File: config.mk
export PLATFORM = sky130hd
export DESIGN_NAME = alu_pipe
export DESIGN_NICKNAME = d
export VERILOG_FILES = /design/src/rtl/alu_pkg.sv /design/src/rtl/alu_pipe_stage.sv /design/src/rtl/alu_pipe.sv
export SDC_FILE = /design/constraint.sdc
export NUM_CORES = 1
export LEC_CHECK = 0
export CAP_MARGIN = 20
export CORE_UTILIZATION = 45
export DETAILED_ROUTE_END_ITERATION = 6
export PLACE_DENSITY = 0.7
export SLEW_MARGIN = 20
export SYNTH_ARGS = -nofsm -noshare
export SYNTH_HDL_FRONTEND = slang
export SYNTH_SLANG_ARGS = --single-unit
File: constraint.sdc
create_clock -name clk -period 7.3 [get_ports clk]
set_input_delay 0.73 -clock clk [delete_from_list [all_inputs] [get_ports clk]]
set_output_delay 0.73 -clock clk [all_outputs]
set_load 0.005 [all_outputs]
File: src/rtl/alu_pkg.sv
// Shared definitions for the pipelined ALU: op codes, op-code width and flag bit positions.
package alu_pkg;

   localparam int OP_W    = 4;
   localparam int FLAGS_W = 3;

   localparam int FLAG_ZERO  = 0;
   localparam int FLAG_CARRY = 1;
   localparam int FLAG_OVF   = 2;

   typedef enum logic [OP_W-1:0] {
      OP_AND    = 4'd0,
      OP_NAND   = 4'd1,
      OP_OR     = 4'd2,
      OP_NOR    = 4'd3,
      OP_XOR    = 4'd4,
      OP_XNOR   = 4'd5,
      OP_NOT_A  = 4'd6,
      OP_NOT_B  = 4'd7,
      OP_ADD    = 4'd8,
      OP_SUB    = 4'd9,
      OP_INC_A  = 4'd10,
      OP_DEC_A  = 4'd11,
      OP_PASS_A = 4'd12
   } op_t;

endpackage

File: src/rtl/alu_pipe_stage.sv
// One valid/ready register slice: holds a beat until downstream takes it, and
// refills in the same cycle it drains.
module alu_pipe_stage
   import alu_pkg::*;
#(
   parameter int PW = 8
) (
   input  logic          clk,
   input  logic          rst,
   input  logic          up_valid,
   input  logic [PW-1:0] up_data,
   input  logic          dn_ready,
   output logic          dn_valid,
   output logic [PW-1:0] dn_data
);

   logic slot_free;

   // The slot can load when empty or when its current beat is leaving this cycle.
   assign slot_free = !dn_valid || dn_ready;

   // NOTE: state is updated with non-blocking assignments so every slice samples
   // its neighbours' pre-edge values; blocking here would shift beats through
   // several stages in one clock depending on evaluation order.
   always_ff @(posedge clk) begin
      if (rst) begin
         dn_valid <= 1'b0;
         // NOTE: the payload is reset as well, not just the valid bit, because the
         // last slice drives out_data/out_tag/out_flags directly and those must
         // read zero after reset.
         dn_data  <= '0;
      end else if (slot_free) begin
         dn_valid <= up_valid;
         if (up_valid) begin
            dn_data <= up_data;
         end
      end
   end

endmodule

File: src/rtl/alu_pipe.sv
// Pipelined ALU with ready/valid handshaking, STAGES register slices and a pass-through tag.
// Define ALU_FLAGS_EN to add the out_flags port ({ovf, carry, zero}) piped with each result.
module alu_pipe
   import alu_pkg::*;
#(
   parameter int WIDTH  = 6,
   parameter int STAGES = 2,
   parameter int TAG_W  = 4
) (
   input  logic             clk,
   input  logic             rst,
   input  logic [OP_W-1:0]  in_op,
   input  logic [WIDTH-1:0] in_a,
   input  logic [WIDTH-1:0] in_b,
   input  logic [TAG_W-1:0] in_tag,
   input  logic             in_valid,
   output logic             in_ready,
   output logic [WIDTH-1:0] out_data,
   output logic [TAG_W-1:0] out_tag,
   output logic             out_valid,
   input  logic             out_ready
`ifdef ALU_FLAGS_EN
  ,output logic [FLAGS_W-1:0] out_flags
`endif
);

   localparam logic [WIDTH-1:0] ONE = WIDTH'(1);

`ifdef ALU_FLAGS_EN
   localparam int PAY_W = FLAGS_W + TAG_W + WIDTH;
`else
   localparam int PAY_W = TAG_W + WIDTH;
`endif

   // ---------------------------------------------------------------- ALU
   op_t              op;
   logic             is_sub;
   logic [WIDTH-1:0] arith_b;
   logic [WIDTH-1:0] sum;
   logic [WIDTH-1:0] res;

   assign op      = op_t'(in_op);
   assign is_sub  = (op == OP_SUB) || (op == OP_DEC_A);
   assign arith_b = ((op == OP_INC_A) || (op == OP_DEC_A)) ? ONE : in_b;

`ifdef ALU_FLAGS_EN
   logic [WIDTH:0]     sum_ext;
   logic               is_arith;
   logic               carry;
   logic               ovf;
   logic [FLAGS_W-1:0] flags;

   // The extra top bit is carry-out for addition and borrow for subtraction.
   assign sum_ext  = is_sub ? ({1'b0, in_a} - {1'b0, arith_b})
                            : ({1'b0, in_a} + {1'b0, arith_b});
   assign sum      = sum_ext[WIDTH-1:0];
   assign carry    = sum_ext[WIDTH];
   assign is_arith = op inside {OP_ADD, OP_SUB, OP_INC_A, OP_DEC_A};
   assign ovf      = (is_sub ? (in_a[WIDTH-1] != arith_b[WIDTH-1])
                             : (in_a[WIDTH-1] == arith_b[WIDTH-1]))
                     && (sum[WIDTH-1] != in_a[WIDTH-1]);

   always_comb begin
      flags            = '0;
      flags[FLAG_ZERO] = (res == '0);
      if (is_arith) begin
         flags[FLAG_CARRY] = carry;
         flags[FLAG_OVF]   = ovf;
      end
   end
`else
   assign sum = is_sub ? (in_a - arith_b) : (in_a + arith_b);
`endif

   // NOTE: res gets a default before the case so every path assigns it;
   // without that, an unlisted op code would infer a latch.
   always_comb begin
      res = '0;
      case (op)
         OP_AND:    res = in_a & in_b;
         OP_NAND:   res = ~(in_a & in_b);
         OP_OR:     res = in_a | in_b;
         OP_NOR:    res = ~(in_a | in_b);
         OP_XOR:    res = in_a ^ in_b;
         OP_XNOR:   res = ~(in_a ^ in_b);
         OP_NOT_A:  res = ~in_a;
         OP_NOT_B:  res = ~in_b;
         OP_ADD,
         OP_SUB,
         OP_INC_A,
         OP_DEC_A:  res = sum;
         OP_PASS_A: res = in_a;
         default:   res = '0;
      endcase
   end

   // ----------------------------------------------------------- pipeline
   logic [STAGES:0]   vchain;
   logic [STAGES-1:0] dn_rdy;
   logic [PAY_W-1:0]  pay [STAGES+1];

   assign vchain[0] = in_valid;
`ifdef ALU_FLAGS_EN
   assign pay[0] = {flags, in_tag, res};
`else
   assign pay[0] = {in_tag, res};
`endif

   // A stage's beat leaves when the sink is ready or any later stage has a hole,
   // since every hole downstream compresses forward this cycle. Computing it from
   // registered valids keeps the ready path free of combinational chaining.
   always_comb begin
      dn_rdy = '0;
      for (int i = 0; i < STAGES; i++) begin
         dn_rdy[i] = out_ready;
         for (int j = i + 1; j < STAGES; j++) begin
            if (!vchain[j+1]) begin
               dn_rdy[i] = 1'b1;
            end
         end
      end
   end

   for (genvar g = 0; g < STAGES; g++) begin : g_stage
      alu_pipe_stage #(
         .PW (PAY_W)
      ) u_stage (
         .clk      (clk),
         .rst      (rst),
         .up_valid (vchain[g]),
         .up_data  (pay[g]),
         .dn_ready (dn_rdy[g]),
         .dn_valid (vchain[g+1]),
         .dn_data  (pay[g+1])
      );
   end

   assign in_ready  = !rst && (!vchain[1] || dn_rdy[0]);
   assign out_valid = vchain[STAGES];

`ifdef ALU_FLAGS_EN
   assign {out_flags, out_tag, out_data} = pay[STAGES];
`else
   assign {out_tag, out_data} = pay[STAGES];
`endif

endmodule

=== Yosys cells after proc, flatten, opt, wreduce, memory -nomap -nowiden ===
Cells that the tools add are included.

* Bits in registers: 22
* Input bits: 24
* Output and inout bits: 12
* Logic and storage cells: 42

* Add/subtract/negate cells: 2
* Equal/unequal tests: 12
* Multiplexer cells: 4
* Bitwise operators: 8
* Reduce and logical (&&, ||, !) cells: 12

{| class="wikitable"
|+ Operators with widths
! cell !! count
|-
| 6-bit one-hot mux with 10 select lines || 1
|-
| 6-bit NOT || 5
|-
| 4-bit == test (second input constant) || 5
|-
| 4-bit by 3-bit == test with 1-bit output (second input constant) || 4
|-
| 6-bit 2-to-1 mux || 2
|-
| 4-bit by 2-bit == test with 1-bit output (second input constant) || 2
|-
| 6-bit adder || 1
|-
| 6-bit AND || 1
|-
| 6-bit bitwise OR || 1
|-
| 6-bit subtractor || 1
|-
| 6-bit XOR || 1
|-
| 4-bit by 1-bit == test with 1-bit output (second input constant) || 1
|-
| 4-bit zero test || 1
|-
| 1-bit logical OR || 4
|-
| 2-bit AND reduction || 2
|-
| 4-bit OR reduction || 1
|-
| 1-bit zero test || 3
|-
| 1-bit logical AND || 1
|-
| 1-bit 2-to-1 mux || 1
|}

=== Depth between registers and ports, before layout ===
Gate-level depths: netlist (run 1).

* Depth after elaboration: 6
* Gate-level depth with buffers: 18
* Depth with buffers taken out: 17

=== By module ===
Synthesis (run 1) repeated with hierarchy kept, for this count alone.

* Cells, all modules: 256
* Area total of the unflattened synthesis: 2067.0 um^2

{| class="wikitable"
|+ Modules (own cells, without submodules)
! module !! times used !! cells each !! area each (um^2) !! seq. area each (um^2)
|-
| alu_pipe || 1 || 160 || 1091.0 || 0.0
|-
| alu_pipe_stage || 2 || 48 || 488.0 || 220.2
|}

=== Least setup slack after synthesis (run 1) ===
No wires, ideal clock.

* Kind: input-to-reg
* From: input in_op[1]
* To: register g_stage[0].u_stage.dn_data[1]
* Setup time: 0.137 ns
* Arrival: 3.125 ns
* Required time: 7.163 ns
* Setup slack: 4.038 ns
* Cell stages on the path: 13
* Path buffers: 2
* Path through: clkbuf_1 > buf_2 > nand2_1 > nand2_1 > inv_1 > ha_1 > nand2_1 > o21ai_0 > fa_1 > inv_1 > a221o_1 > a222oi_1 > a211oi_1

* Word-level cells in the longest chain between the ends: 6
* Elaborated cells between the ends (all ways): 21
* Those cells by class: add/sub (2); eq/ne (12); mux (3); reduce/logical (4)

{| class="wikitable"
|+ RTL lines
! item !! line !! source
|-
| from (decl) || alu_pipe.sv:12 || <nowiki>input logic [OP_W-1:0] in_op,</nowiki>
|-
| 4-bit == test, on equally long branches || alu_pipe.sv:44, alu_pipe.sv:79, alu_pipe.sv:43 ||
|-
| 1-bit logical OR || alu_pipe.sv:44 || <nowiki>assign arith_b = ((op == OP_INC_A) || (op == OP_DEC_A)) ? ONE : in_b;</nowiki>
|-
| 6-bit 2-to-1 mux || alu_pipe.sv:44 ||
|-
| 6-bit adder / 6-bit subtractor (equally long branches) || alu_pipe.sv:72 || <nowiki>assign sum = is_sub ? (in_a - arith_b) : (in_a + arith_b);</nowiki>
|-
| 6-bit 2-to-1 mux || alu_pipe.sv:72 ||
|-
| 6-bit one-hot mux with 10 select lines * || alu_pipe.sv:79 || <nowiki>case (op)</nowiki>
|-
| to (signal assigned) || alu_pipe_stage.sv:35 || <nowiki>dn_data <= up_data;</nowiki>
|-
| to (decl) || alu_pipe_stage.sv:14 || <nowiki>output logic [PW-1:0] dn_data</nowiki>
|}

Every way passes the cells marked *; elsewhere a longest branch is shown, timed or not.
A chain may end at the register's enable or synchronous reset.

=== Worst setup path after layout (run 1) ===
* From: input in_op[2]
* To: register g_stage[0].u_stage.dn_data[4]

The elaborated chain is that of the path after synthesis.

==> impl_metrics.json, run 1 <==
{
  "outcome": "complete, no violations",
  "multiInputGateArea_sq_mm": 0.00140,
  "critical_path_required_ns": 7.47,
  "capturing_element_of_the_worst_setup_path": "g_stage[0].u_stage.dn_data[4]",
  "power_frac_clock_pct": 22.5,
  "mappedNetlistArea_sq_mm": 0.00197,
  "totalWireLength_mm": 4.81,
  "cellLeakagePower_uw": 0.00105,
  "timing.critical_path.from_type": "primary input",
  "ioPinCount": 36,
  "pin_count_of_the_biggest_net_entering_global_routing": 30,
  "timing.critical_path.max_delay_family": "simple AND/OR/NAND/NOR gates",
  "share_seq_of_total_power_pct": 40.9,
  "fmax_mhz": 238,
  "finish.net_count": 331,
  "syn2layout_area_growth_pct": 20.8,
  "fp.coreArea_sq_mm": 0.00412,
  "n_antenna_cell": 0,
  "min-delay-start": "g_stage[0].u_stage.dn_data[3]",
  "power_per_unit_of_standard_cell_area_mw_per_mm2": 133,
  "drtPass1Iterations": 6,
  "grt_pass1_vias": 1617,
  "die-height_um": 68.2,
  "clk_transition_reported_paths_ns": 0.07,
  "initial_antenna_violation_count": 0,
  "detail_route.vias_per_cell": 5.68,
  "power.share.switching_pct": 31.3,
  "synth_area_leader_cell": "dfxtp_1",
  "cpMostUsedCell": "nand2_1",
  "core.rowCount": 23,
  "post-cts-setup-buffers": 0,
  "route.detailed.drc": 0,
  "clock_tree.buffer_depth": 2,
  "final_antenna_net_count": 0,
  "worst_ep_arrival_time_ns": 4.37,
  "p_comb_share_pct": 36.6,
  "detail_route.wl_per_cell_um": 14.3,
  "post_synth.cell_area_avg_sq_um": 7.62,
  "post_route_cells_drive_above_1_share_pct": 3.15,
  "ys.warnings.count": 0,
  "min_period_over_period_pct": 57.5,
  "hold_buffers": 0,
  "irDropWorstVdd_v": 0.0000870,
  "postSynth.topFlopCell": "dfxtp_1",
  "mostFrequentLayoutCell": "clkdlybuf4s50_1",
  "place_ws_ns": 2.89,
  "critical_path.cell_chain": "clkdlybuf4s50_1 -> and2b_1 -> nand2_1 -> nand2_1 -> inv_1 -> ha_1 -> nor2_1 -> nand2_1 -> o21ai_0 -> a22oi_1 -> nand2_1 -> ha_1 -> nor2b_1 -> o21a_1 -> nor2_1 -> or3_1 -> a31o_1 -> a21oi_1",
  "r2r-end": "g_stage[0].u_stage.dn_data[5]",
  "setup.worst_path.class": "primary input to register",
  "netlist.area_leader.share_pct": 22.3,
  "timing.critical_path.buf_inv": 2,
  "tightestPinTransition_ns": 0.869,
  "power.net_switching_uw": 99.2,
  "final_setup_violation_count": 0,
  "dominant_cells_by_area_after_synthesis": "dfxtp_1, ha_1, mux2i_1, nand2_1, nor2_1",
  "chip_width_um": 68.2,
  "cts.htree.levels": 1,
  "cts.sinks": 22,
  "rsz0062_at_grt": "no",
  "intPower_uw": 217,
  "grt_overflow": 0,
  "synth_enable_flop_cells": 0,
  "ys_types": 51,
  "async_flop_share_pct": 0,
  "die_area_sq_mm": 0.00466,
  "timing.critical_path.slowest_cell_delay_ns": 1.00,
  "grt_pass1_wl_mm": 7.67,
  "total_cts_buffers": 3,
  "layout_common_cells": "clkdlybuf4s50_1, nand2_1, nor2_1",
  "critical_path.reg2reg.startpoint": "g_stage[1].u_stage.dn_valid",
  "filler_cell_count": 397,
  "dpl.hpwl_mm": 3.65,
  "finClkSkew_ns": 0.00259,
  "syn_nets": 302,
  "floorplan.initialDensity_pct": 48.0,
  "timing.critical_path.from": "in_op[2]",
  "hold_path.class": "register to register",
  "worst_path_max_delay_cell": "clkdlybuf4s50_1",
  "postSynthRegisterBits": 22,
  "worst_path_depth": 18,
  "synth_sequential_area_ratio_pct": 22.3,
  "number_of_failing_hold_endpoints_at_the_final_stage": 0,
  "grt_usage_pct": 22.0,
  "r2r.worst_path.cells": 6,
  "setup_tns_ns": 0,
  "timing.max_slew.rel_slack_pct": 41.9,
  "gp_congestion": 0.850,
  "worst_slack_ns": 3.10,
  "post_cts.resized_instances": 0,
  "worstSetupEndpointType": "register",
  "rrSetupSlack_ns": 5.66,
  "ff_latch_area_sq_um": 440,
  "final.min_clock_period_ns": 4.20,
  "violation_count_after_the_first_detailed_routing_iteration": 164,
  "io_buffer_count": 35,
  "max_cap_viol_count": 0,
  "crit_fanout": 22,
  "clk-insertion-delay-late_ns": 0.25,
  "dr_total_vias": 1909,
  "slew_violations": 0,
  "synth_cells": 259,
  "cts.root.buffer_cell": "clkbuf_8",
  "cts_tree": "yes"
}
[metrics by stage]
stage / total power [uW] / area [sq um] / hold WS, ns / instances / util (%)
2_1_floorplan: 208 / 1970 / 0.431 / 259 / -
3_3_place_gp: 246 / 2340 / 0.443 / 333 / 57.0
3_5_place_dp: 247 / 2340 / 0.448 / 333 / 57.0
4_1_cts: 320 / 2390 / 0.459 / 336 / 58.0
5_1_grt: 339 / 2390 / 0.481 / 336 / 58.0
6_report: 317 / 2390 / 0.455 / 336 / 58.0
[metal layers]
metal | share of wire, % | track usage (%) | up-vias
li1 | - | - | 967
met1 | 52 | 32.6 | 888
met2 | 43 | 33.6 | 52
met3 | 4.4 | 4.00 | 2
met4 | 0.42 | 2.34 | 0
met5 | 0 | 0 | -
[power by group through the flow]
stage | registers, uW | logic [uW] | clock network, uW
after floorplan | 132 | 76.5 | 0
after global placement | 132 | 114 | 0
after detailed placement | 132 | 114 | 0
after CTS | 129 | 115 | 75.0
after global routing | 130 | 128 | 80.4
final | 130 | 116 | 71.2
[worst reg2reg max path, delay by kind of cell, from the launching register on]
| kind | cells | cell delay (ns) |
|---|---|---|
| AO/OA/AOI/OAI | 2 | 0.47 |
| flip-flops | 1 | 0.37 |
| AND/OR/NAND/NOR | 4 | 0.74 |
[worst min path at each step]
stage / cells after the start / slack [ns] / to
3_5_place_dp: 2 / 0.45 / g_stage[0].u_stage.dn_data[8]
2_1_floorplan: 2 / 0.43 / g_stage[0].u_stage.dn_data[4]
4_1_cts: 2 / 0.46 / g_stage[0].u_stage.dn_data[8]
5_1_grt: 2 / 0.48 / g_stage[0].u_stage.dn_data[7]
3_3_place_gp: 2 / 0.44 / g_stage[0].u_stage.dn_data[8]
6_report: 2 / 0.46 / g_stage[0].u_stage.dn_data[3]
[registers in the layout (all words and copies together) (netlist names)]
name,count
g_stage.u_stage.dn_valid,2
g_stage.u_stage.dn_data,20
[cell usage after synthesis, types with 2 or more instances]
master,n
ha_1,18
nor2b_1,6
a2bb2oi_1,2
or3_1,5
o22a_1,2
a22oi_1,2
xnor2_1,3
a211oi_1,3
buf_1,2
nand3b_1,2
nor3_1,6
or2b_1,2
a222oi_1,2
dfxtp_1,22
o31ai_1,2
xor2_1,3
a31oi_1,2
mux2i_1,17
o211ai_1,3
nand3_1,2
o22ai_1,2
o2bb2ai_1,2
a221o_1,3
nor2_1,25
o21ai_0,17
nand2b_1,9
clkbuf_1,9
inv_1,20
nand2_1,30
a21oi_1,15
[logic make-up after synthesis]
logic type / count (synthesis) / synth area share, %
buffers and inverters: 34 / 6.91
xor gates and xnor gates: 6 / 2.66
and+or+nand+nor: 93 / 22.5
DFF: 22 / 22.3
adders and majority gates: 19 / 12.4
AOI/OAI and AO/OA: 66 / 22.9
muxes: 19 / 10.3
[area by class of cell]
type	instances	share of cell area, %
clock buffers	3	1.73
inverters	21	3.30
multi-input cells	203	58.6
flip-flops and latches	22	18.5
well taps	50	2.62
repair buffers	37	15.3
(Power assumes the default switching activity.)
==> inputs of run 2 (changes only) <==
==> constraint.sdc (replaced) <==
create_clock -name clk -period 3.9 [get_ports clk]
set_input_delay 0.39 -clock clk [delete_from_list [all_inputs] [get_ports clk]]
set_output_delay 0.39 -clock clk [all_outputs]
set_load 0.005 [all_outputs]
==> impl_metrics.json, run 2 (synthesis gave the netlist of run 1 again) <==
{
  "timing.critical_path.slowest_cell_delay_ns": 0.48,
  "hold_buffers": 0,
  "final_antenna_net_count": 0,
  "route.detailed.drc": 0,
  "grt_overflow": 0,
  "detail_route.wl_per_cell_um": 14.4,
  "setup_tns_ns": 0,
  "filler_cell_count": 409,
  "final_setup_violation_count": 0,
  "r2r-end": "g_stage[0].u_stage.dn_data[5]",
  "fmax_mhz": 311,
  "grt_usage_pct": 23.1,
  "ff_latch_area_sq_um": 440,
  "gp_congestion": 0.956,
  "io_buffer_count": 35,
  "fp.coreArea_sq_mm": 0.00412,
  "regMostFlops": "g_stage.u_stage.dn_data",
  "multiInputGateArea_sq_mm": 0.00140,
  "pin_count_of_the_biggest_net_entering_global_routing": 23,
  "setup.worst_path.class": "primary input to register",
  "grt_pass1_wl_mm": 8.07,
  "chip_width_um": 68.2,
  "critical_path.cell_chain": "clkdlybuf4s50_1 -> and2b_1 -> nand2_1 -> nand2_1 -> inv_1 -> ha_1 -> nor2_1 -> nand2_1 -> o21ai_0 -> a22oi_1 -> nand2_1 -> ha_1 -> nor2b_1 -> o21a_1 -> nor2_1 -> or3_1 -> a31o_1 -> a21oi_1",
  "die_area_sq_mm": 0.00466,
  "critical_path_required_ns": 4.09,
  "share_seq_of_total_power_pct": 40.7,
  "totalWireLength_mm": 4.92,
  "tightestPinTransition_ns": 0.500,
  "place_ws_ns": 0.459,
  "detail_route.vias_per_cell": 5.73,
  "layout_common_cells": "clkdlybuf4s50_1, nand2_1, nor2_1",
  "critical_path.reg2reg.startpoint": "g_stage[1].u_stage.dn_valid",
  "max_cap_viol_count": 0,
  "slew_violations": 0,
  "violation_count_after_the_first_detailed_routing_iteration": 210,
  "rrSetupSlack_ns": 2.30,
  "drtPass1Iterations": 4,
  "worst_ep_arrival_time_ns": 3.40,
  "number_of_failing_hold_endpoints_at_the_final_stage": 0,
  "dpl.hpwl_mm": 3.76,
  "timing.max_slew.rel_slack_pct": 66.7,
  "irDropWorstVdd_v": 0.000131,
  "total_cts_buffers": 3,
  "timing.critical_path.from_type": "primary input",
  "clk_transition_reported_paths_ns": 0.07,
  "initial_antenna_violation_count": 0,
  "worstSetupEndpointType": "register",
  "n_antenna_cell": 0,
  "final.min_clock_period_ns": 3.21,
  "r2r.worst_path.cells": 6,
  "dr_total_vias": 1954,
  "intPower_uw": 410,
  "capturing_element_of_the_worst_setup_path": "g_stage[0].u_stage.dn_data[4]",
  "power.net_switching_uw": 186,
  "finClkSkew_ns": 0.00237,
  "mostFrequentLayoutCell": "clkdlybuf4s50_1",
  "power_frac_clock_pct": 22.5,
  "clk-insertion-delay-late_ns": 0.25,
  "floorplan.initialDensity_pct": 48.0,
  "grt_pass1_vias": 1731,
  "cellLeakagePower_uw": 0.00107,
  "power.share.switching_pct": 31.2,
  "biggestRegsByFlops": "g_stage.u_stage.dn_data: 20 flops, g_stage.u_stage.dn_valid: 2 flops",
  "p_comb_share_pct": 36.8,
  "clock_tree.buffer_depth": 2,
  "cts.sinks": 22,
  "worst_slack_ns": 0.689,
  "timing.critical_path.from": "in_op[2]",
  "crit_fanout": 5,
  "finish.net_count": 336,
  "worst_path_max_delay_cell": "clkdlybuf4s50_1",
  "post_cts.resized_instances": 0,
  "rsz0062_at_grt": "no",
  "outcome": "complete, no violations",
  "syn2layout_area_growth_pct": 22.8,
  "die-height_um": 68.2,
  "ioPinCount": 36,
  "cts_tree": "yes",
  "power_per_unit_of_standard_cell_area_mw_per_mm2": 246,
  "cpMostUsedCell": "nand2_1",
  "min_period_over_period_pct": 82.3,
  "post-cts-setup-buffers": 0,
  "core.rowCount": 23,
  "post_route_cells_drive_above_1_share_pct": 4.81,
  "largest_reg_flops": 20,
  "cts.htree.levels": 1,
  "cts.root.buffer_cell": "clkbuf_8",
  "hold_path.class": "register to register"
}
run 2: metal layers:
metal / vias up / GRT usage [%] / wire [um]
li1: 984 / - / -
met1: 899 / 32.5 / 2280
met2: 69 / 37.1 / 2280
met3: 2 / 4.17 / 352
met4: 0 / 2.86 / 8
met5: - / 0 / 0
run 2: worst min-delay path by stage:
stage | to | cells past startpoint | start
2_1_floorplan | g_stage[0].u_stage.dn_data[4] | 2 | g_stage[0].u_stage.dn_data[4]
3_3_place_gp | g_stage[0].u_stage.dn_data[7] | 2 | g_stage[0].u_stage.dn_data[7]
3_5_place_dp | g_stage[0].u_stage.dn_data[8] | 2 | g_stage[0].u_stage.dn_data[8]
4_1_cts | g_stage[0].u_stage.dn_data[8] | 2 | g_stage[0].u_stage.dn_data[8]
5_1_grt | g_stage[0].u_stage.dn_data[9] | 2 | g_stage[0].u_stage.dn_data[9]
6_report | g_stage[0].u_stage.dn_data[8] | 2 | g_stage[0].u_stage.dn_data[8]
run 2: area by class of cell:
type	count	area share (%)
Timing Repair Buffer	42	16.6
Sequential cell	22	18.2
Inverter	21	3.25
Multi-Input combinational cell	203	57.7
Clock buffer	3	1.70
Tap cell	50	2.58
run 2: power by group through the flow:
stage | combinational (uW) | clock (uW) | sequential, uW
global placement | 216 | 0 | 247
CTS | 218 | 140 | 242
global route | 243 | 146 | 244
finish | 219 | 134 | 242
floorplan | 143 | 0 | 247
detailed placement | 217 | 0 | 247
run 2: per-stage QoR:
stage	cells	utilization, %	cell area [sq um]	hold slack [ns]	total power, uW
after floorplan	259	-	1970	0.431	390
after global placement	338	57.9	2380	0.444	463
after detailed placement	338	57.9	2380	0.447	465
after CTS	341	58.9	2420	0.457	600
after global routing	341	58.9	2420	0.489	632
final	341	58.9	2420	0.458	596
run 2: critical path, delay by kind of cell:
kind | cells | cell delay, ns
simple gates | 9 | 1.19
buf+inv | 2 | 0.55
compound gates | 5 | 0.68
fa+ha+maj | 2 | 0.58
==> inputs of run 3 (changes only) <==
==> constraint.sdc (replaced) <==
create_clock -name clk -period 3.35 [get_ports clk]
set_input_delay 0.335 -clock clk [delete_from_list [all_inputs] [get_ports clk]]
set_output_delay 0.335 -clock clk [all_outputs]
set_load 0.005 [all_outputs]
==> impl_metrics.json, run 3 (synthesis gave the netlist of run 1 again) <==
{
  "outcome": "complete, no violations",
  "post_cts.resized_instances": 0,
  "largest_reg_flops": 20,
  "worst_slack_ns": 0.353,
  "filler_cell_count": 396,
  "final_setup_violation_count": 0,
  "n_antenna_cell": 0,
  "critical_path.reg2reg.startpoint": "g_stage[1].u_stage.dn_valid",
  "setup_tns_ns": 0,
  "rrSetupSlack_ns": 1.76,
  "rsz0062_at_grt": "no",
  "initial_antenna_violation_count": 0,
  "ioPinCount": 36,
  "die-height_um": 68.2,
  "hold_path.class": "register to register",
  "syn2layout_area_growth_pct": 25.0,
  "hold_buffers": 0,
  "worst_path_max_delay_cell": "clkdlybuf4s50_1",
  "busiest_layer": "met2",
  "pin_count_of_the_biggest_net_entering_global_routing": 23,
  "total_chip_power_uw": 733,
  "cpMostUsedCell": "nand2_1",
  "p_comb_share_pct": 35.4,
  "dpl.hpwl_mm": 3.83,
  "critical_path.cell_chain": "clkdlybuf4s50_1 -> and2b_1 -> nand2_1 -> nand2_1 -> inv_1 -> ha_1 -> nor2_1 -> nand2_1 -> o21ai_0 -> a22oi_1 -> nand2_1 -> ha_1 -> nor2b_1 -> o21a_1 -> nor2_1 -> or3_1 -> a31o_1 -> a21oi_1",
  "layout_common_cells": "clkdlybuf4s50_1, nand2_1, nor2_1",
  "globalRouteMet2Util_pct": 36.8,
  "totalWireLength_mm": 5.02,
  "violation_count_after_the_first_detailed_routing_iteration": 168,
  "max_cap_viol_count": 0,
  "regMostFlops": "g_stage.u_stage.dn_data",
  "tightestPinTransition_ns": 0.465,
  "chip_width_um": 68.2,
  "timing.hold.ws_ns": 0.458,
  "global_route.usage.met3_pct": 4.17,
  "holdPathStages": 2,
  "cts.root.buffer_cell": "clkbuf_8",
  "critical_path_required_ns": 3.56,
  "finish.net_count": 340,
  "clk-insertion-delay-late_ns": 0.27,
  "clk_transition_reported_paths_ns": 0.08,
  "fp.coreArea_sq_mm": 0.00412,
  "power_per_unit_of_standard_cell_area_mw_per_mm2": 297,
  "io_buffer_count": 35,
  "setup.worst_path.class": "primary input to register",
  "final_antenna_net_count": 0,
  "cellLeakagePower_uw": 0.00110,
  "cts_tree": "yes",
  "power.share.switching_pct": 31.1,
  "post_route_cells_drive_above_1_share_pct": 6.42,
  "slew_violations": 0,
  "grt_overflow": 0,
  "cts.sinks": 22,
  "share_seq_of_total_power_pct": 38.5,
  "route.detailed.drc": 0,
  "biggestRegsByFlops": "g_stage.u_stage.dn_data: 20 flops, g_stage.u_stage.dn_valid: 2 flops",
  "r2r-end": "g_stage[0].u_stage.dn_data[5]",
  "grt_pass1_vias": 1783,
  "power.net_switching_uw": 228,
  "timing.critical_path.slowest_cell_delay_ns": 0.48,
  "finClkSkew_ns": 0.00331,
  "dr_total_vias": 1943,
  "worstSetupEndpointType": "register",
  "grt_pass1_wl_mm": 8.37,
  "hold_end": "g_stage[0].u_stage.dn_data[3]",
  "irDropWorstVdd_v": 0.000168,
  "drtPass1Iterations": 4,
  "crit_fanout": 4,
  "place_ws_ns": 0.102,
  "worst_ep_arrival_time_ns": 3.20,
  "cts.htree.levels": 1,
  "gp_congestion": 0.921,
  "total_cts_buffers": 3,
  "post-cts-setup-buffers": 0,
  "timing.max_slew.rel_slack_pct": 68.2,
  "min-delay-start": "g_stage[0].u_stage.dn_data[3]",
  "intPower_uw": 504,
  "floorplan.initialDensity_pct": 48.0,
  "detail_route.wl_per_cell_um": 14.5,
  "min_period_over_period_pct": 89.5,
  "grt_usage_pct": 23.7,
  "globalRouteMet1Util_pct": 35.1,
  "core.rowCount": 23,
  "detail_route.vias_per_cell": 5.62,
  "clock_tree.buffer_depth": 2,
  "die_area_sq_mm": 0.00466,
  "fmax_mhz": 334,
  "power_frac_clock_pct": 26.1,
  "placed_cells_incl_taps": 342,
  "mostFrequentLayoutCell": "clkdlybuf4s50_1",
  "stdcell_count": 346,
  "number_of_failing_hold_endpoints_at_the_final_stage": 0,
  "final.min_clock_period_ns": 3.00,
  "r2r.worst_path.cells": 6,
  "timing.critical_path.from_type": "primary input"
}
## run 3: cell count changes in the layout (fill, tap and decap cells not counted)
cell and delta:
buf_4 +4, clkbuf_8 +1
## run 3: area by class of cell
class	instances	area, sq um	area share, %
multi-input cells	203	1400	56.6
flip-flops and latches	22	440	17.8
repair buffers	46	433	17.5
inverters	21	78.8	3.19
well taps	50	62.6	2.54
clock buffers	4	55.1	2.23
## run 3: how the worst max path moves through the flow
stage                     slack (ns)                             to     start  cells past startpoint
after CTS                       0.36  g_stage[0].u_stage.dn_data[1]  in_op[2]                     12
after global routing            0.13  g_stage[0].u_stage.dn_data[4]  in_op[2]                     18
after global placement          0.07  g_stage[0].u_stage.dn_data[1]  in_op[2]                     12
after floorplan                 0.48  g_stage[0].u_stage.dn_data[1]  in_op[1]                     13
final                           0.35  g_stage[0].u_stage.dn_data[4]  in_op[2]                     18
after detailed placement        0.10  g_stage[0].u_stage.dn_data[1]  in_op[3]                     13
## run 3: per-layer routing
layer / part of all wire, % / vias up
met5: 0 / -
met4: 0.32 / 0
met3: 7.3 / 2
met2: 44 / 61
met1: 48 / 887
li1: - / 993
## run 3: worst max-delay path: cells and delay by family
kind                       cells  cell delay (ns)
and+or+nand+nor                9             1.16
buffers and inverters          2             0.54
AOI/OAI and AO/OA              5             0.67
adders and majority gates      2             0.50
## run 3: through the flow
step                      util [%]  cell area (sq um)
after floorplan                  -               1970
after global placement        58.6               2410
after detailed placement      58.6               2410
after CTS                     60.0               2470
after global routing          60.0               2470
final                         60.0               2470
## run 3: power by group through the flow
stage | registers, uW | logic, uW | clock network, uW
3_3_place_gp | 288 | 255 | 0
2_1_floorplan | 287 | 167 | 0
6_report | 282 | 259 | 191
3_5_place_dp | 288 | 256 | 0
4_1_cts | 282 | 257 | 195
5_1_grt | 284 | 289 | 202
==> patch 1 (settings of run 3) <==
`TAG_W`: 4 -> 5.
--- a/src/rtl/alu_pipe.sv
+++ b/src/rtl/alu_pipe.sv
@@ -5,7 +5,7 @@
 #(
    parameter int WIDTH  = 6,
    parameter int STAGES = 2,
-   parameter int TAG_W  = 4
+   parameter int TAG_W  = 5
 ) (
    input  logic             clk,
    input  logic             rst,
Ports: changed (resized in_tag and out_tag); port bits go from 36 to 38. The function was not compared with the original's and may differ.
==> patch 1 against run 3 <==
Maximum frequency rose by 2.9%. Sequential cell count is 2 higher. Critical path depth down 2. Critical endpoint is now g_stage[0].u_stage.dn_data[5]. Critical path type unchanged. Via count decreased by 5.8%. Wire length down 10%. Area after synthesis about the same. Cell area down 0.41%. Total power increased by 3.0%. Worst setup slack gained 0.084 ns.
==> patch 1: results (changes against run 3) <==
* Run status: finished, final reports clean
* Final net count at 329 (-3.2%)
* Cell types occupying the most area after synthesis: dfxtp_1, ha_1, mux2i_1, nor2_1, nand2_1
* CP peak stage delay at 0.50 ns (+0.02 ns)
* Mapped Nets at 292 (-3.3%)
* Vias/cell at 5.48 (-2.4%)
* Global routing usage on met3 at 1.00% (-3.2 points)
* Worst setup path startpoint: in_op[3]
* Seq pwr share at 40.7% (+2.2 points)
* WL met1 at 2230 microns (-8.0%)
* WHS Endpoint: g_stage[0].u_stage.dn_data[0]
* Final clock skew at 0.00385 ns (+0.000547 ns)
* Reg2Reg Depth at 5 (-1)
* Setup slack, reg-to-reg at 1.89 ns (+0.13 ns)
* GR Util All Layers at 21.2% (-2.5 points)
* Routed Wire Length at 4520 microns (-10%)
* Clock group share of total power at 25.3% (-0.8 points)
* Mux contribution to synthesized area at 11.1% (+0.75 points)
* Max FO, Critical Path at 8 (+4)
* Placed Instance Area at 2400 sq um (-0.41%)
* Yosys cell types at 55 (+7.8%)
* CP Capture Point: g_stage[0].u_stage.dn_data[5]
* Worst Hold Launch: g_stage[0].u_stage.dn_data[0]
* DP Wirelength at 3490 microns (-9.0%)
* Number of DRC markers in iteration 0 at 133 (-21%)
* Routed WL per cell at 13.5 microns (-6.8%)
* Routing usage on met2 at 36.5% (-0.25 points)
* Met3 routed WL at 224 microns (-39%)
* VDD IR max at 0.136 mV (-19%)
* Worst-Margin Slew at 0.457 ns (-0.00739 ns)
* Met2 WL at 2030 microns (-8.7%)
* Critical Path AT at 3.06 ns (-0.14 ns)
* Static Leakage at 1.10 nW (-0.16%)
* I/O Buffers at 37 (+5.7%)
* Post-placement cell count at 330 (-3.5%)
* R2R Path End: g_stage[1].u_stage.dn_data[1]
* Switching Power at 0.224 mW (-1.9%)
* M1 GR Usage at 28.6% (-6.4 points)
* Largest net degree at the start of global routing at 26 (+13%)
patch 1: cell types whose count changed after synthesis, moves of 4 or more:
cell      change
o21ai_0      -11
buf_2         +7
nand2b_1      -7
clkbuf_1      -5
nor2_1        +5
o21ai_1       +4
o221ai_1      +4
or3_1         -4
patch 1: cell type report:
type / count / area [sq um]
Timing Repair Buffer: 45 / 430
Sequential cell: 24 / 480
Fill cell: 363 / 1660
Inverter: 19 / 71.3
Tap cell: 50 / 62.6
Clock buffer: 4 / 55.1
Multi-Input combinational cell: 192 / 1360
patch 1: through the flow:
stage | hold slack [ns] | setup WS (ns) | utilization, %
6_report | 0.462 | 0.437 | 59.7
5_1_grt | 0.478 | 0.159 | 59.7
4_1_cts | 0.461 | 0.462 | 59.7
3_5_place_dp | 0.449 | 0.194 | 58.4
3_3_place_gp | 0.444 | 0.308 | 58.4
2_1_floorplan | 0.434 | 0.702 | -
==> patch 2 (flow settings as in run 3) <==
Made on the original files. Reset style: asynchronous (`rst`), changed in one clocked block.
--- a/src/rtl/alu_pipe_stage.sv
+++ b/src/rtl/alu_pipe_stage.sv
@@ -22,7 +22,7 @@
    // NOTE: state is updated with non-blocking assignments so every slice samples
    // its neighbours' pre-edge values; blocking here would shift beats through
    // several stages in one clock depending on evaluation order.
-   always_ff @(posedge clk) begin
+   always_ff @(posedge clk or posedge rst) begin
       if (rst) begin
          dn_valid <= 1'b0;
          // NOTE: the payload is reset as well, not just the valid bit, because the
Function: differs if rst is asserted again (counterexample within 4 cycles, from zero or initial values and one cycle with rst high); with rst held inactive, the same outputs for 10 cycles.
==> patch 2 against run 3 <==
Combinational power up 38%. Wire length shrank 15%. Worst setup slack better by 0.040 ns. Area after synthesis down 0.76%. Cell area shrank 1.0%. Core utilization shrank 0.19 points. Total power up 22%. Sequential cell count did not move. Die area down 0.75%. Non-clock buffer count shrank 3.
==> patch 2: results (changes against run 3) <==
* Worst Hold Launch: g_stage[0].u_stage.dn_data[3]
* Setup slack, reg-to-reg at 1.78 ns (+0.02 ns)
* Worst setup path startpoint: in_op[3]
* Static Leakage at 1.09 nW (-1.2%)
* Non-Filler Instances at 316 (-8.7%)
* WHS Endpoint: g_stage[0].u_stage.dn_data[3]
* Reg2Reg Depth at 4 (-2)
* Routed WL per cell at 13.5 microns (-7.1%)
* Vias in the first global route at 1690 (-5.2%)
* DP Wirelength at 3290 microns (-14%)
* Vias/cell at 5.59 (-0.54%)
* Cell types occupying the most area after synthesis: dfrtp_1, ha_1, mux2_2, nand2_1, inv_1
* Critical Path AT at 3.11 ns (-0.09 ns)
* Layout cells sized above 1 at 10.2% (+3.7 points)
* Post-synth ARST share at 100% (+100 points)
* Post-synth top area share at 28.1% (+5.8 points)
* Final net count at 310 (-8.8%)
* GR Util All Layers at 20.5% (-3.2 points)
* Mapped Nets at 273 (-9.6%)
* Fill cell total of the finished layout at 389 (-1.8%)
* Yosys cell types at 43 (-16%)
* First-pass GRT wire length at 7230 microns (-14%)
* Setup WS pre-CTS at 0.125 ns (+0.0230 ns)
* R2R Path End: g_stage[0].u_stage.dn_data[7]
* Hold/Removal Path Class: reg2reg
* Cells after synthesis at 230 (-11%)
* Sequential share of the synthesized area at 28.1% (+5.8 points)
* Number of DRC markers in iteration 0 at 79 (-53%)
* N_diodes at 0 (unchanged)
* CP peak stage delay at 0.48 ns (about the same)
* Synth cell count leaders: nand2_1, dfrtp_1, inv_1, ha_1, mux2_2
* Crit path max-delay family: compound AO/OA/AOI/OAI gates
* Routability cong. at 0.886 (-3.8%)
* CP Capture Point: g_stage[0].u_stage.dn_data[4]
* Max FO, Critical Path at 5 (+1)
* Worst slew margin at 47.4% (-21 points)
* Run status: finished, final reports clean
* Placed Instance Area at 2390 sq um (-1.0%)
* Final setup margin at 0.393 ns (+0.0404 ns)
* Hold WS at 0.488 ns (+0.0307 ns)
* Final clock skew at 0.000550 ns (-0.00276 ns)
* Largest net degree at the start of global routing at 29 (+26%)
* Worst R2R Start: g_stage[1].u_stage.dn_valid
==> patch 2: cell types whose count changed in the layout (fill, tap and decap cells not counted), sizes merged, moves of 3 or more <==
| cell | change |
|---|---|
| dfrtp | +22 |
| dfxtp | -22 |
| mux2 | +14 |
| nor2 | -13 |
| mux2i | -11 |
| a21oi | -8 |
| nand2 | -6 |
| or3 | -4 |
| a32o | +3 |
| buf | -3 |
| nand2b | +3 |
| o221ai | +3 |
| xnor2 | +3 |
==> patch 2: cells by family after synthesis <==
| logic type | count (synthesis) | share of synthesized area [%] |
|---|---|---|
| compound gates | 61 | 21.3 |
| xor+xnor | 9 | 4.02 |
| fa+ha+maj | 19 | 12.5 |
| buf+inv | 33 | 6.51 |
| flops | 22 | 28.1 |
| mux | 21 | 11.7 |
| simple gates | 65 | 15.9 |
==> patch 2: power by group <==
group          switching, mW  internal, mW
clock network         0.0791         0.105
logic                  0.153         0.205
registers             0.0278         0.323
total                  0.260         0.633
==> patch 2: per-layer routing <==
| metal | track usage (%) | share of wire [%] | vias to the layer above |
|---|---|---|---|
| met5 | 0 | 0 | - |
| met4 | 7.81 | 2.3 | 0 |
| met3 | 2.00 | 4.1 | 13 |
| met2 | 37.6 | 47 | 55 |
| met1 | 24.1 | 46 | 804 |
| li1 | - | - | 893 |
==> patch 2: final cells by class <==
class / count / area, sq um / area share (%)
flip-flops and latches: 22 / 551 / 22.5
repair buffers: 43 / 410 / 16.8
inverters: 22 / 82.6 / 3.38
clock buffers: 4 / 55.1 / 2.25
well taps: 50 / 62.6 / 2.56
multi-input cells: 175 / 1280 / 52.5
==> patch 2: worst register-to-register path, cell delays in order (launching register included) <==
cell	delay, ns
dfrtp_1	0.35
nor2b_1	0.18
nand2_1	0.09
nand2_1	0.43
mux2_2	0.41
